===== src/rtl/binary_fibonacci.sv =====
// Binary-to-Zeckendorf encoder: greedy MSB-first subtraction, one code bit per clock.
// The Fibonacci weight pair (a, b) is walked downwards so no ROM or multiplier is needed.
module binary_fibonacci #(
   parameter int FB_WIDTH = 32
) (
   input  logic                clk,
   input  logic                rst,
   input  logic [FB_WIDTH-1:0] input_b,
   input  logic                en_convert,
   output logic                busy,
   output logic                convert_done,
   output logic                overflow,
   output logic [FB_WIDTH-1:0] f_b_out
);

   localparam logic [FB_WIDTH-1:0] W_TOP   = FB_WIDTH'(3524578);
   localparam logic [FB_WIDTH-1:0] W_NEXT  = FB_WIDTH'(2178309);
   localparam logic [FB_WIDTH-1:0] MAX_VAL = FB_WIDTH'(5702886);

   typedef enum logic [1:0] {
      IDLE,
      CONVERT,
      FINISH
   } state_t;

   state_t              state, state_next;
   logic [FB_WIDTH-1:0] rem, rem_next;
   logic [FB_WIDTH-1:0] code, code_next;
   logic [FB_WIDTH-1:0] a, a_next;
   logic [FB_WIDTH-1:0] b, b_next;
   logic [4:0]          cnt, cnt_next;
   logic                ovf_job, ovf_job_next;
   logic                done_next, overflow_next;
   logic [FB_WIDTH-1:0] f_b_out_next;

   always_ff @(posedge clk or negedge rst) begin
      if (!rst) begin
         state        <= IDLE;
         rem          <= '0;
         code         <= '0;
         a            <= '0;
         b            <= '0;
         cnt          <= 5'd31;
         ovf_job      <= 1'b0;
         convert_done <= 1'b0;
         overflow     <= 1'b0;
         f_b_out      <= '0;
      end else begin
         state        <= state_next;
         rem          <= rem_next;
         code         <= code_next;
         a            <= a_next;
         b            <= b_next;
         cnt          <= cnt_next;
         ovf_job      <= ovf_job_next;
         convert_done <= done_next;
         overflow     <= overflow_next;
         f_b_out      <= f_b_out_next;
      end
   end

   // A new request is refused during the done-pulse cycle, leaving one idle cycle between jobs.
   always_comb begin
      state_next    = state;
      rem_next      = rem;
      code_next     = code;
      a_next        = a;
      b_next        = b;
      cnt_next      = cnt;
      ovf_job_next  = ovf_job;
      done_next     = 1'b0;
      overflow_next = 1'b0;
      f_b_out_next  = f_b_out;

      unique case (state)
         IDLE: begin
            if (en_convert && !convert_done) begin
               if (input_b <= MAX_VAL) begin
                  rem_next     = input_b;
                  code_next    = '0;
                  cnt_next     = 5'd31;
                  a_next       = W_TOP;
                  b_next       = W_NEXT;
                  ovf_job_next = 1'b0;
                  state_next   = CONVERT;
               end else begin
                  ovf_job_next = 1'b1;
                  state_next   = FINISH;
               end
            end
         end

         CONVERT: begin
            if (rem >= a) begin
               code_next[cnt] = 1'b1;
               rem_next       = rem - a;
            end
            a_next   = b;
            b_next   = a - b;
            cnt_next = cnt - 5'd1;
            if (cnt == 5'd0) begin
               state_next = FINISH;
            end
         end

         FINISH: begin
            done_next = 1'b1;
            if (ovf_job) begin
               f_b_out_next  = '0;
               overflow_next = 1'b1;
            end else begin
               f_b_out_next  = code;
               overflow_next = 1'b0;
            end
            state_next = IDLE;
         end

         default: begin
            state_next = IDLE;
         end
      endcase
   end

   assign busy = (state != IDLE) || convert_done;

endmodule


===== config.mk =====
export PLATFORM = sky130hd
export DESIGN_NAME = binary_fibonacci
export DESIGN_NICKNAME = d
export VERILOG_FILES = /design/src/rtl/binary_fibonacci.sv
export SDC_FILE = /design/constraint.sdc
export NUM_CORES = 1
export LEC_CHECK = 0
export CAP_MARGIN = 0
export CELL_PAD_IN_SITES_DETAIL_PLACEMENT = 0
export CELL_PAD_IN_SITES_GLOBAL_PLACEMENT = 1
export CORE_MARGIN = 2
export CORE_UTILIZATION = 45
export CTS_CLUSTER_SIZE = 10
export DETAILED_ROUTE_END_ITERATION = 16
export PLACE_DENSITY = 0.86
export RECOVER_POWER = 25
export SLEW_MARGIN = 40
export SYNTH_ARGS = -nofsm -noshare
export SYNTH_HDL_FRONTEND = slang
export SYNTH_SLANG_ARGS = --single-unit

===== constraint.sdc =====
create_clock -name clk -period 3.9 [get_ports clk]
set_input_delay 0.585 -clock clk [delete_from_list [all_inputs] [get_ports clk]]
set_output_delay 0.585 -clock clk [all_outputs]
set_load 0.02 [all_outputs]

=== Yosys cells after proc, flatten, opt, wreduce, memory -nomap -nowiden ===
Cells that the tools add are included.

* Output and inout port bits: 35
* Register bits after elaboration: 170
* Logic and storage cells: 64
* Input port bits: 35

* Muxes and demuxes: 28
* Reductions and logical operators: 12
* Equality and inequality tests: 6
* Bitwise operators: 1
* Add/subtract/negate cells: 3
* Magnitude comparators: 4

{| class="wikitable"
|+ Operators by type and width
! operator !! count
|-
| 2-to-1 mux 32 bit || 11
|-
| one-hot mux 32 bit (2 select lines) || 4
|-
| subtractor 32 bit || 2
|-
| >= comparator 32 bit || 1
|-
| less-or-equal comparator 32 x 23 -> 1 bit (second input constant) || 1
|-
| bitwise OR 32 bit || 1
|-
| 2-to-1 mux 5 bit || 2
|-
| one-hot mux 5 bit (2 select lines) || 1
|-
| inequality test 2 bit (second input constant) || 4
|-
| less-than comparator 5 x 6 -> 1 bit (second input constant) || 1
|-
| 2-to-1 mux 2 bit || 3
|-
| demux 1 bit (select 5 bit) || 1
|-
| >= comparator 5 x 1 -> 1 bit (second input constant) || 1
|-
| zero test 5 bit || 1
|-
| 2-to-1 mux 1 bit || 5
|-
| subtractor 5 x 1 -> 5 bit (second input constant) || 1
|-
| one-hot mux 2 bit (2 select lines) || 1
|-
| AND reduction 2 bit || 2
|-
| AND reduction 4 bit || 1
|-
| nonzero test 2 bit || 2
|-
| AND reduction 3 bit || 1
|-
| equality test 2 x 1 -> 1 bit (second input constant) || 1
|-
| equality test 2 bit (second input constant) || 1
|-
| logical AND 1 bit || 2
|-
| other kinds (3) || 3
|}

=== Logic depth before layout (Yosys ltp) ===
* Depth in word-level cells: 7
* Gate-level depth with buffers: 14
* Depth with buffers taken out: 12

=== Worst setup path after synthesis ===
Ideal clock, no wire load.

* Path kind: flip-flop to flip-flop
* From: reg rem[0]
* To: reg code[27]
* Library setup time: 0.132 ns
* Required time: 3.768 ns
* Stages on the path, launching flop included: 15
* Path buffers: 2
* Period minus slack after synthesis: 2.972 ns
* Arrival: 2.840 ns
* Path slack: 0.928 ns
* Cells stage by stage: dfrtp_1 inv_1 ha_1 inv_1 fa_1 a211oi_2 o21bai_2 o2111ai_2 a211oi_2 or4b_1 and3_1 buf_6 buf_2 a31oi_1 nor2_1

* Word-level cells in the longest chain between the ends: 3

{| class="wikitable"
|+ RTL lines
! item !! RTL line !! RTL
|-
| start: declaration || 27 || <nowiki>logic [FB_WIDTH-1:0] rem, rem_next;</nowiki>
|-
| start signal: assignment || 50 || <nowiki>rem <= rem_next;</nowiki>
|-
| >= comparator 32 bit || 94 || <nowiki>if (rem >= a) begin</nowiki>
|-
| inequality test 2 bit (no line) || -- ||
|-
| AND reduction 4 bit (no line) || -- ||
|-
| end signal: assignment || 51 || <nowiki>code <= code_next;</nowiki>
|-
| end: declaration || 28 || <nowiki>logic [FB_WIDTH-1:0] code, code_next;</nowiki>
|}

No other way between the ends.
A chain may end at the register's enable or synchronous reset.

=== Worst setup path after layout ===
* From: reg rem[0]
* To: reg rem[28]

* Word-level cells in the longest chain between the ends: 3
* Elaborated cells between the ends (all ways): 6
* Those cells by class: add/sub (1); order compare (1); eq/ne (1); mux (2); reduce/logical (1)

{| class="wikitable"
|+ RTL lines
! item !! RTL line
|-
| subtractor 32 bit or >= comparator 32 bit (tied branches) || 96, 94
|-
| 2-to-1 mux 32 bit or inequality test 2 bit (tied branches) || --
|-
| one-hot mux 32 bit (2 select lines) or AND reduction 4 bit (tied branches) || --
|}

Parallel ways exist; a longest one is shown, timed or not. The select of a mux whose other input is x is not followed.

==> impl_metrics.env <==
export IMPL_ys_seq_area_frac=0.417
export IMPL_dr_pass1_iters=6
export IMPL_grt_pass1_wl_mm=42.9
export IMPL_cts_buffer_depth=2
export IMPL_ys_flop_type="dfrtp_1"
export IMPL_yosysWarnings=0
export IMPL_cts_tree="yes"
export IMPL_antenna_found_initial=0
export IMPL_first_global_vias=8253
export IMPL_mostFrequentLayoutCell="dfrtp_1"
export IMPL_setup_violations=0
export IMPL_hpwl_mm=18.7
export IMPL_leakagePower_nw=5.49
export IMPL_cts_root_buf="clkbuf_16"
export IMPL_cts_sinks=170
export IMPL_h_tree_depth=4
export IMPL_drv_cap=2
export IMPL_rows=55
export IMPL_clock_fmax_mhz=299
export IMPL_critical_path_arrival_ns=3.67
export IMPL_synth_area_per_cell_um2=8.80
export IMPL_syn_inst=1160
export IMPL_synth_enable_flop_cells=0
export IMPL_num_vias=8627
export IMPL_yosysTopAreaCell="dfrtp_1"
export IMPL_failed_checks="max-capacitance violations, max-slew violations"
export IMPL_routed_wl_mm=26.0
export IMPL_slew_headroom=-0.274
export IMPL_post_cts_buffers=0
export IMPL_grt_busiest_layer="met2"
export IMPL_grt_max_degree=72
export IMPL_track_usage=0.223
export IMPL_gr_usage_met2=0.361
export IMPL_post_cts_resized=0
export IMPL_synth_top_cells_by_area="dfrtp_1 40%, ha_1 8.2%, nand2_1 5.1%"
export IMPL_die_x_um=155
export IMPL_period_needed_ns=3.35
export IMPL_nNetsFinal=1313
export IMPL_routedWlPerCell_um=17.3
export IMPL_syn_nets=1264
export IMPL_endpoint_kind="register"
export IMPL_core_um2=22400
export IMPL_fill_cells=2106
export IMPL_crit_fanout=4
export IMPL_io_pins=70
export IMPL_internal_power_w=0.00328
export IMPL_yosys_area_top_type_share=0.404
export IMPL_p_seq_frac=0.383
export IMPL_viasPerCell=5.72
export IMPL_p_switching_w=0.00168
export IMPL_ys_async_sr_fraction=1.00
export IMPL_start_util=0.455
export IMPL_routabilityCongestion=0.838
export IMPL_die_y_um=155
export IMPL_final_layout_size_suffix_gt1_frac=0.0728
export IMPL_p_total_w=0.00496
export IMPL_clkTransAtPathRegs_ns=0.08
export IMPL_synth_cell_area_um2=10200
export IMPL_hold_path_class="register to register"
export IMPL_synth_cell_type_count=70
export IMPL_powerDensity_nw_per_um2=420
export IMPL_status="complete, but fails checks"
export IMPL_antenna_left=0
export IMPL_final_cell_mix="165 x dfrtp_1, 139 x nand2_1, 90 x nor2_1"
export IMPL_setup_tns_ns=0
export IMPL_insertion_delay_ns=0.44
export IMPL_hold_buffers=0
export IMPL_peakVddDrop_mv=0.287
export IMPL_p_sw_frac=0.339
export IMPL_remaining_drc_errors=0
export IMPL_multi_input_area_um2=5390
export IMPL_clkPwrFrac=0.360
export IMPL_cts_buffers=17
export IMPL_use_met1=0.310
export IMPL_ys_ff_latch=170
export IMPL_grtUsageMet3=0.0353
export IMPL_dieArea_um2=23900
export IMPL_rsz0062_at_grt="no"
export IMPL_hold_viol_final=0
export IMPL_crit_type="register to register"
export IMPL_antenna_cells=0
export IMPL_syn2layout_area_growth_pct=15.8
export IMPL_finalCritPeriodShare=0.859
export IMPL_worst_slew_pin_slew_ns=1.91
export IMPL_port_buffers=69
export IMPL_drt_iter0_drc=557
export IMPL_worstPathRequired_ns=4.22
export IMPL_p_comb_frac=0.256
export IMPL_start_kind="register"
export IMPL_report_final_slew_viol_count=135
export IMPL_seq_area_um2=4260
export IMPL_grt_overflow_total=0
export IMPL_fin_skew_ns=0.0158
==> path summary, 6_finish.rpt <==
path	start	cells past startpoint	slack, ns	to
min in group asynchronous	rst	1	0.65	a[17]
max in group asynchronous	rst	2	0.89	f_b_out[30]
min	f_b_out[28]	2	0.48	f_b_out[28]
min reg2reg	f_b_out[28]	2	0.48	f_b_out[28]
max	rem[0]	12	0.55	rem[28]
max reg2reg	rem[0]	12	0.55	rem[28]
==> power by group through the flow <==
stage,combinational [W],sequential (W),clock (W)
after floorplan,0.000964,0.00192,0
after global placement,0.00125,0.00193,0
after detailed placement,0.00126,0.00193,0
after CTS,0.00127,0.00190,0.00182
after global routing,0.00142,0.00191,0.00189
final,0.00127,0.00190,0.00179
==> cells by family after synthesis <==
kind of cell	after synthesis	share of synthesized area
buf+inv	147	0.0579
xor+xnor	43	0.0369
flops	170	0.417
compound gates	390	0.249
fa+ha+maj	69	0.0860
simple gates	336	0.147
mux	5	0.00551
==> state kept, by name, indices dropped and copies added, names as in the netlist <==
signal / count
a: 32
b: 32
code: 32
f_b_out: 32
rem: 32
cnt: 5
state: 2
convert_done: 1
overflow: 1
ovf_job: 1
==> synth_stat cells (3+ instances only) <==
master and instances:
o22ai_1 34, or2_2 3, a211oi_2 3, nand2b_1 7, a31oi_1 41, o31ai_1 10, dfstp_2 5, o21bai_1 11
xor2_1 16, xnor2_1 27, o211ai_1 8, nor2_1 91, nand3_1 23, buf_2 7, nor2b_1 4, a21oi_2 6
dfrtp_1 165, a21oi_1 83, clkbuf_1 46, o21ai_0 74, a31o_2 3, ha_1 67, a32o_1 4, o21a_1 13
a22oi_1 21, and2_1 4, a21o_1 29, nor3_1 18, o32ai_1 4, buf_6 4, mux2_2 5, a211oi_1 5
nor4_1 9, or3_1 9, a221oi_1 4, inv_1 88, and3_1 10, o2111ai_1 3, nand4_1 6, a2111oi_0 4
nand2_1 140, a21boi_0 7
==> metal layers <==
layer,wire [um],vias to the layer above
li1,-,4269
met5,0,-
met4,474,0
met2,12100,182
met3,965,31
met1,12500,4145
==> through the flow <==
stage           util  cell area (um^2)  setup slack (ns)  instances  hold WS (ns)
2_1_floorplan      -             10200             0.928       1160         0.289
3_3_place_gp   0.499             11200             0.638       1475         0.461
3_5_place_dp   0.499             11200             0.587       1475         0.469
4_1_cts        0.528             11800             0.541       1507         0.193
5_1_grt        0.527             11800             0.207       1507         0.502
6_report       0.527             11800             0.551       1507         0.481
==> area by class of cell <==
cell class,instances,share of cell area
inverters,88,0.0279
repair buffers,89,0.0716
well taps,285,0.0302
flip-flops and latches,170,0.360
clock inverters,15,0.0179
multi-input cells,843,0.456
clock buffers,17,0.0360
==> worst max-delay path: stages (launching register included) <==
cell,delay [ns]
dfrtp_1,0.36
inv_1,0.06
ha_1,0.16
inv_1,0.05
fa_1,0.44
a211oi_2,0.28
o21bai_2,0.14
o2111ai_1,0.33
a211oi_1,0.18
o21bai_1,0.43
a21boi_0,0.19
or3_1,0.34
a32o_1,0.26
(Power assumes the default switching activity.)
